[src/rtl/vc_pkg.sv]
// Shared types and helpers for the NoC VC flag tracker.
package vc_pkg;

    localparam int NUM_VC      = 8;
    localparam int CREDIT_W    = 3;
    localparam int MAX_CREDITS = 4;
    localparam int VC_IW       = $clog2(NUM_VC);

    typedef enum logic [1:0] {
        VC_IDLE  = 2'd0,
        VC_ALLOC = 2'd1,
        VC_DRAIN = 2'd2
    } vc_state_e;

    function automatic logic is_onehot(input logic [NUM_VC-1:0] v);
        return (v != '0) && ((v & (v - NUM_VC'(1))) == '0);
    endfunction

    // Out-of-range indices decode to all zeros.
    function automatic logic [NUM_VC-1:0] idx_to_onehot(
        input logic [VC_IW-1:0] idx
    );
        logic [NUM_VC-1:0] oh;
        oh = '0;
        for (int i = 0; i < NUM_VC; i++) begin
            oh[i] = (idx == VC_IW'(i));
        end
        return oh;
    endfunction

endpackage

[src/rtl/vc_slot.sv]
// One virtual channel: IDLE/ALLOC/DRAIN FSM plus saturating credit counter.
module vc_slot
    import vc_pkg::*;
(
    input  logic clk,
    input  logic rst_n,
    input  logic alloc_hit_i,
    input  logic send_hit_i,
    input  logic send_tail_i,
    input  logic credit_hit_i,
    output logic is_free_o,
    output logic is_alloc_o,
    output logic has_credit_o,
    output logic sat_o
);

    localparam logic [CREDIT_W-1:0] CMAX = CREDIT_W'(MAX_CREDITS);

    vc_state_e           state_q;
    logic [CREDIT_W-1:0] credit_q, credit_d;
    logic                free_q, avail_q;
    logic                full;

    assign full = (credit_q == CMAX);

    // Send and return in the same cycle cancel out.
    always_comb begin
        credit_d = credit_q;
        if (credit_hit_i && !send_hit_i && !full) begin
            credit_d = credit_q + CREDIT_W'(1);
        end else if (send_hit_i && !credit_hit_i) begin
            credit_d = credit_q - CREDIT_W'(1);
        end
    end

    assign sat_o = credit_hit_i && !send_hit_i && full;

    always_ff @(posedge clk or negedge rst_n) begin
        if (!rst_n) begin
            state_q  <= VC_IDLE;
            free_q   <= 1'b1;
            credit_q <= CMAX;
            avail_q  <= 1'b1;
        end else begin
            credit_q <= credit_d;
            avail_q  <= (credit_d != '0);
            unique case (state_q)
                VC_IDLE: begin
                    if (alloc_hit_i) begin
                        state_q <= VC_ALLOC;
                        free_q  <= 1'b0;
                    end
                end
                VC_ALLOC: begin
                    if (send_hit_i && send_tail_i) begin
                        state_q <= VC_DRAIN;
                    end
                end
                VC_DRAIN: begin
                    if (credit_d == CMAX) begin
                        state_q <= VC_IDLE;
                        free_q  <= 1'b1;
                    end
                end
                default: begin
                    state_q <= VC_IDLE;
                    free_q  <= 1'b1;
                end
            endcase
        end
    end

    assign is_free_o    = free_q;
    assign is_alloc_o   = (state_q == VC_ALLOC);
    assign has_credit_o = avail_q;

endmodule

[src/rtl/vc_flag_tracker.sv]
// Per-VC occupancy/credit tracker producing free flags for the VC selector.
// Define VC_TRACKER_ERR_CHECK_EN to enable the sticky protocol error flag.
module vc_flag_tracker
    import vc_pkg::*;
(
    input  logic              clk,
    input  logic              rst_n,
    output logic [NUM_VC-1:0] free_flags,
    input  logic              alloc_valid,
    input  logic [NUM_VC-1:0] alloc_onehot,
    output logic              alloc_ready,
    input  logic              send_valid,
    input  logic [NUM_VC-1:0] send_onehot,
    input  logic              send_tail,
    output logic              send_ready,
    input  logic              credit_valid,
    input  logic [VC_IW-1:0]  credit_vc,
    output logic [NUM_VC-1:0] credit_avail,
    output logic              err
);

    logic [NUM_VC-1:0] alloc_hit, send_hit, credit_hit;
    logic [NUM_VC-1:0] is_alloc, sat;
    logic [NUM_VC-1:0] credit_oh;

    assign credit_oh = idx_to_onehot(credit_vc);

    assign alloc_ready = is_onehot(alloc_onehot)
                       && |(alloc_onehot & free_flags);
    assign send_ready  = is_onehot(send_onehot)
                       && |(send_onehot & is_alloc & credit_avail);

    assign alloc_hit  = (alloc_valid && alloc_ready) ? alloc_onehot : '0;
    assign send_hit   = (send_valid && send_ready) ? send_onehot : '0;
    assign credit_hit = credit_valid ? credit_oh : '0;

    for (genvar i = 0; i < NUM_VC; i++) begin : g_slot
        vc_slot u_slot (
            .clk          (clk),
            .rst_n        (rst_n),
            .alloc_hit_i  (alloc_hit[i]),
            .send_hit_i   (send_hit[i]),
            .send_tail_i  (send_tail),
            .credit_hit_i (credit_hit[i]),
            .is_free_o    (free_flags[i]),
            .is_alloc_o   (is_alloc[i]),
            .has_credit_o (credit_avail[i]),
            .sat_o        (sat[i])
        );
    end

`ifdef VC_TRACKER_ERR_CHECK_EN
    logic err_q, err_ev;

    assign err_ev = (alloc_valid && !is_onehot(alloc_onehot))
                 || (send_valid && !send_ready)
                 || (credit_valid && (credit_oh == '0))
                 || (|sat);

    always_ff @(posedge clk or negedge rst_n) begin
        if (!rst_n) begin
            err_q <= 1'b0;
        end else begin
            err_q <= err_q | err_ev;
        end
    end

    assign err = err_q;
`else
    logic unused_sat;
    assign unused_sat = ^sat;
    assign err        = 1'b0;
`endif

endmodule

[config.mk]
export PLATFORM = sky130hd
export DESIGN_NAME = vc_flag_tracker
export DESIGN_NICKNAME = d
export VERILOG_FILES = /design/src/rtl/vc_pkg.sv /design/src/rtl/vc_slot.sv /design/src/rtl/vc_flag_tracker.sv
export SDC_FILE = /design/constraint.sdc
export NUM_CORES = 1
export LEC_CHECK = 0
export ABC_AREA = 1
export CAP_MARGIN = 10
export CORE_ASPECT_RATIO = 1.25
export CORE_MARGIN = 5
export CORE_UTILIZATION = 62
export DETAILED_ROUTE_END_ITERATION = 16
export PLACE_DENSITY = 0.87
export SLEW_MARGIN = 20
export SYNTH_ARGS = -nofsm -noshare
export SYNTH_HDL_FRONTEND = slang
export SYNTH_SLANG_ARGS = --single-unit
[constraint.sdc]
create_clock -name clk -period 4 [get_ports clk]
set_input_delay 0.8 -clock clk [delete_from_list [all_inputs] [get_ports clk]]
set_output_delay 0.8 -clock clk [all_outputs]
set_load 0.02 [all_outputs]
==> summary.md, run 1 <==
| Metric | Value |
|---|---|
| First-pass GRT wire length | 14,700 um |
| Hold WC Path Type | flop to flop |
| Setup Crit Path Kind | input pin to primary output |
| R2r setup slk | 1.43 ns |
| Num ports | 44 |
| Total gr overflow | 0 |
| Final Hold Violating Endpoints | 0 |
| Antenna diode count | 0 |
| Fin nets | 636 |
| Fraction of layout cells with a size suffix above 1 | 0.109 |
| Die area | 8120 um^2 |
| CTS Buffer Depth | 2 |
| Hold path cells | 1 |
| GR Util All Layers | 0.226 |
| DPL Wire Length | 6800 um |
| Layout Cell Area excl Fill | 4410 um^2 |
| Placed cells | 665 |
| Maximum VDD drop | 287 uV |
| Setup TNS | 0 ns |
| Static Leakage | 2.37 nW |
| CTS Buf Count | 5 |
| Vias/cell | 5.29 |
| Vias after detailed routing | 3,563 |
| CP required | 3.20 ns |
| Iter 0 DRT Violations | 181 |
| Async set-reset flop share out of synthesis | 1.00 |
| Final WL | 8640 um |
| FP Rows | 32 |
| Post-synth EDFFs | 0 |
| Htree depth | 2 |
| Antenna violations before repair | 0 |
| Hold Path Origin | g_slot[6].u_slot.state_q[1] |
| Synthesized area | 3980 um^2 |
| Hold EP | g_slot[6].u_slot.state_q[0] |
| Crit Reg-Reg Startpoint | g_slot[5].u_slot.has_credit_o |
| Worst Setup End Kind | primary output |
| Cell area after placement | 4320 um^2 |
| Post-CTS Setup Bufs | 0 |
| Worst-margin pin slew | 0.850 ns |
| CTS Root Cell | clkbuf_8 |
| Reg clk slew, reported paths | 0.10 ns |
| Max Cap Viol | 0 |
| Relative slew slack | 0.433 |
| Crit path max-delay cell type | clkdlybuf4s50_1 |
| Slew Limit Fails | 0 |
| Yosys reg bits | 56 |
| DRC violations left | 0 |
| DR pass1 iterations | 4 |
| Total core area | 6210 um^2 |
| DR WL/cell | 12.8 um |
| Fmax | 0.273 GHz |
| Reg2reg end | g_slot[7].u_slot.is_free_o |
| CP Max Fanout | 4 |
| Syn_nets | 610 |
| Synthesized instance count | 561 |
| Final setup fails | 0 |
| Unique masters post-synth | 35 |
| Filler instances | 497 |
| CP max stage delay | 0.65 ns |
| Hold_buf cts | 0 |
| Layout Area Growth over Synthesis | 10.9% |
| Fin Hold WS | 0.472 ns |
| Cell breakdown of the critical path | clkdlybuf4s50_1 > nor2_1 > nor2_1 > a211oi_1 > nand4_1 > nor3_2 > clkdlybuf4s50_1 |
| Post_cts resized | 0 |
| PD cells | 526 nW/um^2 |
| Sequential fraction of the synthesis area | 0.360 |
| YS warnings | 0 |
| Die X | 81.6 um |
| Status | complete, no violations |
| Skew final | 0.0128 ns |
| Final min period | 3.66 ns |
| Die H | 99.5 um |
| CTS tree | done |
| Clock Sinks | 56 |
| Overall power | 0.00232 W |
| Antenna viol nets, final | 0 |
| Largest net degree at the start of global routing | 39 |
| I/O Buffers | 42 |
| Startpoint types | input pin |
| Final non-filler cell total | 673 |
| R2r worst-path depth | 18 |
| Vias in the first global route | 3,395 |
| Placer Congestion | 0.891 |
| Syn avg cell area | 7.09 um^2 |
| RSZ-0062 raised after global routing | false |
| Worst-skew pair later-pin latency | 0.31 ns |
| Ys flop type | dfrtp_1 |
| Final worst-path cycle share | 0.914 |
| Initial Utilization | 0.641 |
| Worst EP arrival | 2.86 ns |
==> report_power, final <==
group / switching (W) / total [W] / internal, W
clock network: 0.000180 / 0.000321 / 0.000141
logic: 0.000603 / 0.00101 / 0.000402
registers: 0.000161 / 0.000991 / 0.000830
==> worst max path at each step <==
stage / from / to / cells past startpoint
after floorplan: alloc_onehot[1] / g_slot[1].u_slot.is_free_o / 12
after global placement: send_onehot[0] / send_ready / 9
after detailed placement: alloc_onehot[1] / alloc_ready / 7
after CTS: alloc_onehot[1] / alloc_ready / 7
after global routing: alloc_onehot[1] / alloc_ready / 7
final: alloc_onehot[1] / alloc_ready / 7
==> cell usage after synthesis (3+ instances only) <==
library cell  number  area, um^2
o21ai_0            3        15.0
ha_1              24         300
nand3_2            4        40.0
buf_4             19         143
dfstp_2           24         631
nor2_1            52         195
dfrtp_1           32         801
buf_6              4        45.0
nand2_1          168         631
nand4_1           22         138
a21oi_1           15        75.1
inv_1             87         327
nand3_1           61         305
a21oi_2            4        35.0
nand2_2           14        87.6
==> kinds of logic after synthesis <==
kind of cell             count (synthesis)  synth area share
AND/OR/NAND/NOR                        329             0.369
adder cells (fa/ha/maj)                 24            0.0755
flip-flops                              56             0.360
AO/OA/AOI/OAI                           35            0.0563
other                                    1          0.000943
XOR/XNOR                                 2           0.00441
buffers and inverters                  114             0.133
==> per-layer routing <==
layer	part of all wire	vias to the layer above	track usage
li1	-	1809	-
met1	0.42	1655	0.277
met2	0.51	79	0.398
met3	0.048	20	0.0290
met4	0.020	0	0.0831
met5	0	-	0
==> flip-flops by register name, summed over array words and instances (netlist names) <==
name,count
g_slot.u_slot.credit_q,24
g_slot.u_slot.has_credit_o,8
g_slot.u_slot.is_free_o,8
g_slot.u_slot.state_q,16
==> worst max-delay path: cells and delay by family <==
| family | cells | cell delay, ns |
|---|---|---|
| buf+inv | 2 | 1.12 |
| compound gates | 1 | 0.23 |
| simple gates | 4 | 0.70 |
==> final cells by class <==
| cell class | instances | area [um^2] | share of cell area |
|---|---|---|---|
| timing repair buffer | 44 | 430 | 0.0976 |
| tap | 85 | 106 | 0.0241 |
| multi-input combinational | 391 | 2010 | 0.457 |
| inverter | 89 | 334 | 0.0758 |
| sequential | 56 | 1430 | 0.325 |
| clock inverter | 1 | 7.51 | 0.00170 |
| clock buffer | 7 | 86.3 | 0.0196 |
==> through the flow <==
step | setup slack (ns) | utilization
after floorplan | 1.48 | -
after global placement | 0.455 | 0.695
after detailed placement | 0.361 | 0.695
after CTS | 0.348 | 0.710
after global routing | 0.246 | 0.710
final | 0.344 | 0.710
==> placed cells by master (no fill, tap or decap), types with 3 or more instances in the layout <==
cell type        count
nand2_1            168
inv_1               87
nand3_1             61
nor2_1              52
clkdlybuf4s50_1     41
dfrtp_1             32
ha_1                24
dfstp_2             24
nand4_1             22
a21oi_1             15
nand2_2             14
clkbuf_8             6
nand3_2              4
a21oi_2              4
o21ai_0              3
Power figures use the tool's default switching activity.
==> run 2: changes to the inputs <==
--- a/config.mk
+++ b/config.mk
@@ -9,9 +9,9 @@
 export CAP_MARGIN = 10
 export CORE_ASPECT_RATIO = 1.25
 export CORE_MARGIN = 5
-export CORE_UTILIZATION = 62
+export CORE_UTILIZATION = 52
 export DETAILED_ROUTE_END_ITERATION = 16
-export PLACE_DENSITY = 0.87
+export PLACE_DENSITY = 0.77
 export SLEW_MARGIN = 20
 export SYNTH_ARGS = -nofsm -noshare
 export SYNTH_HDL_FRONTEND = slang
==> constraint.sdc (replaced) <==
create_clock -name clk -period 3.1 [get_ports clk]
set_input_delay 0.62 -clock clk [delete_from_list [all_inputs] [get_ports clk]]
set_output_delay 0.62 -clock clk [all_outputs]
set_load 0.02 [all_outputs]
==> run 2 against run 1 <==
Cell count up 2.8%; largest cell class unchanged; critical path type unchanged; largest power group unchanged; combinational power up 31%; count of clock-buffer cells in the layout down 1; flip-flop and latch count unchanged.
==> summary.md, run 2 (same netlist as run 1, synthesis figures left out) <==
| Metric | Value |
|---|---|
| Antenna violations before repair | 0 (unchanged) |
| Final worst-path cycle share | 0.931 |
| Final min period | 2.89 ns |
| Vias after detailed routing | 3,630 (+1.9%) |
| Antenna diode count | 0 (unchanged) |
| Largest net degree at the start of global routing | 57 (+46%) |
| Total core area | 7400 um^2 (+19%) |
| CP Max Fanout | 4 (unchanged) |
| Vias in the first global route | 3,536 (+4.2%) |
| CTS Buf Count | 5 (unchanged) |
| Slew Limit Fails | 0 (unchanged) |
| Filler instances | 665 (+34%) |
| Overall power | 0.00308 W (+33%) |
| Placed cells | 685 (+3.0%) |
| Maximum VDD drop | 364 uV (+27%) |
| Worst EP arrival | 2.27 ns (-0.59 ns) |
| Fin nets | 649 (+2.0%) |
| Status | complete, no violations |
| CP required | 2.48 ns (-0.72 ns) |
| Skew final | 0.0141 ns (+0.00133 ns) |
| Most frequent cells in the layout | 168 x nand2_1, 87 x inv_1, 61 x nand3_1, 52 x nor2_1, 38 x clkdlybuf4s50_1 |
| Reg clk slew, reported paths | 0.10 ns (about the same) |
| R2r setup slk | 0.76 ns (-0.67 ns) |
| Crit Reg-Reg Startpoint | g_slot[5].u_slot.has_credit_o |
| DR WL/cell | 12.9 um (+0.30%) |
| I/O Buffers | 42 (unchanged) |
| Die area | 9500 um^2 (+17%) |
| Vias/cell | 5.25 (-0.92%) |
| Largest register FFs | 24 (unchanged) |
| Total gr overflow | 0 (unchanged) |
| Most common cell after layout, fill and taps aside | nand2_1 |
| FP Rows | 35 (+9.4%) |
| PD cells | 677 nW/um^2 (+29%) |
| Hold WC Path Type | input pin to async pin |
| Final Util | 0.614 (-0.0963) |
| Clock Sinks | 56 (unchanged) |
| Startpoint types | input pin |
| Fraction of layout cells with a size suffix above 1 | 0.127 (+0.0178) |
| Hold_buf cts | 0 (unchanged) |
| Max Cap Viol | 0 (unchanged) |
| Final Hold Violating Endpoints | 0 (unchanged) |
| Die H | 108 um (+8.3%) |
| Reg2reg end | g_slot[3].u_slot.is_free_o |
| Setup crit end | alloc_ready |
| DR pass1 iterations | 4 (unchanged) |
| Fmax | 0.346 GHz |
| Antenna viol nets, final | 0 (unchanged) |
| Die X | 88.2 um (+8.1%) |
| Final WL | 8910 um (+3.1%) |
| DRC violations left | 0 (unchanged) |
| Iter 0 DRT Violations | 157 (-13%) |
| Setup TNS | 0 ns (unchanged) |
| CTS Root Cell | clkbuf_8 |
| Placer Congestion | 0.915 (+2.7%) |
| CTS Buffer Depth | 2 (unchanged) |
| Relative slew slack | 0.520 (+0.0861) |
| Most flops, register | g_slot.u_slot.credit_q |
| Htree depth | 2 (unchanged) |
| Area of the multi-input gates | 2010 um^2 (unchanged) |
| Final non-filler cell total | 692 (+2.8%) |
| Storage cell area | 1430 um^2 (unchanged) |
| Static Leakage | 2.45 nW (+3.7%) |
| Crit path launch | alloc_onehot[1] |
| First-pass GRT wire length | 15,200 um (+3.6%) |
| Worst-skew pair later-pin latency | 0.31 ns (about the same) |
| Setup Crit Path Kind | input pin to primary output |
| GR Util All Layers | 0.200 (-0.0259) |
| DPL Wire Length | 7000 um (+3.0%) |
| Worst-margin pin slew | 0.721 ns (-0.129 ns) |
| Num ports | 44 (unchanged) |
| R2r worst-path depth | 20 (+2) |
| CTS tree | done |
| Final setup fails | 0 (unchanged) |
| RSZ-0062 raised after global routing | false |
| Worst Setup End Kind | primary output |
| Regs by FF count | g_slot.u_slot.credit_q: 24 flops, g_slot.u_slot.state_q: 16 flops |
| Initial Utilization | 0.537 (-0.103) |
| Layout Area Growth over Synthesis | 14.4% |
==> run 2: cell types whose count changed in the layout (fill, tap and decap cells not counted) <==
cell             delta
buf_12              +2
buf_4              +11
bufinv_16           +1
clkbuf_8            -1
clkdlybuf4s50_1     -3
clkinvlp_4          -1
dlygate4sd2_1       +3
==> run 2: how the worst min path moves through the flow <==
stage               slack [ns]                      endpoint                   startpoint
floorplan                 0.32  g_slot[0].u_slot.credit_q[0]                        rst_n
global placement          0.44   g_slot[6].u_slot.state_q[0]  g_slot[6].u_slot.state_q[1]
detailed placement        0.45   g_slot[6].u_slot.state_q[0]  g_slot[6].u_slot.state_q[1]
CTS                       0.46  g_slot[0].u_slot.credit_q[1]                        rst_n
global route              0.49  g_slot[0].u_slot.credit_q[1]                        rst_n
finish                    0.44  g_slot[0].u_slot.credit_q[0]                        rst_n
==> run 2: final cells by class <==
class | instances | share of cell area
Timing Repair Buffer | 57 | 0.121
Tap cell | 92 | 0.0253
Inverter | 89 | 0.0735
Clock buffer | 6 | 0.0160
Multi-Input combinational cell | 391 | 0.443
Clock inverter | 1 | 0.00661
Sequential cell | 56 | 0.315
==> run 2: power breakdown <==
part	switching, W	internal (W)
registers	0.000211	0.00107
clock network	0.000233	0.000237
logic	0.000782	0.000541
==> run 2: timing repair <==
item                                    in CTS  in global routing
endpoints found under the setup margin       2                  0
resized for setup                            3                  0
buffers inserted                             0                  0
==> run 2: worst max-delay path: stages <==
cell,delay [ns]
clkdlybuf4s50_1,0.43
nor2_1,0.23
nor2_1,0.08
a211oi_1,0.24
nand4_1,0.14
nor3_2,0.15
dlygate4sd2_1,0.37
==> run 2: per-stage QoR <==
step / hold slack [ns] / worst slack, ns / cell area (um^2)
2_1_floorplan: 0.324 / 0.758 / 3980
3_3_place_gp: 0.445 / -0.0116 / 4450
3_5_place_dp: 0.455 / -0.0390 / 4450
4_1_cts: 0.463 / 0.229 / 4550
5_1_grt: 0.491 / 0.0180 / 4550
6_report: 0.436 / 0.213 / 4550
==> run 2: per-layer routing <==
metal	part of all wire	GRT usage	routed length, um	vias to the layer above
li1	-	-	-	1836
met4	0.022	0.0605	193	0
met3	0.060	0.0314	534	19
met2	0.50	0.361	4490	86
met1	0.41	0.239	3690	1689
met5	0	0	0	-
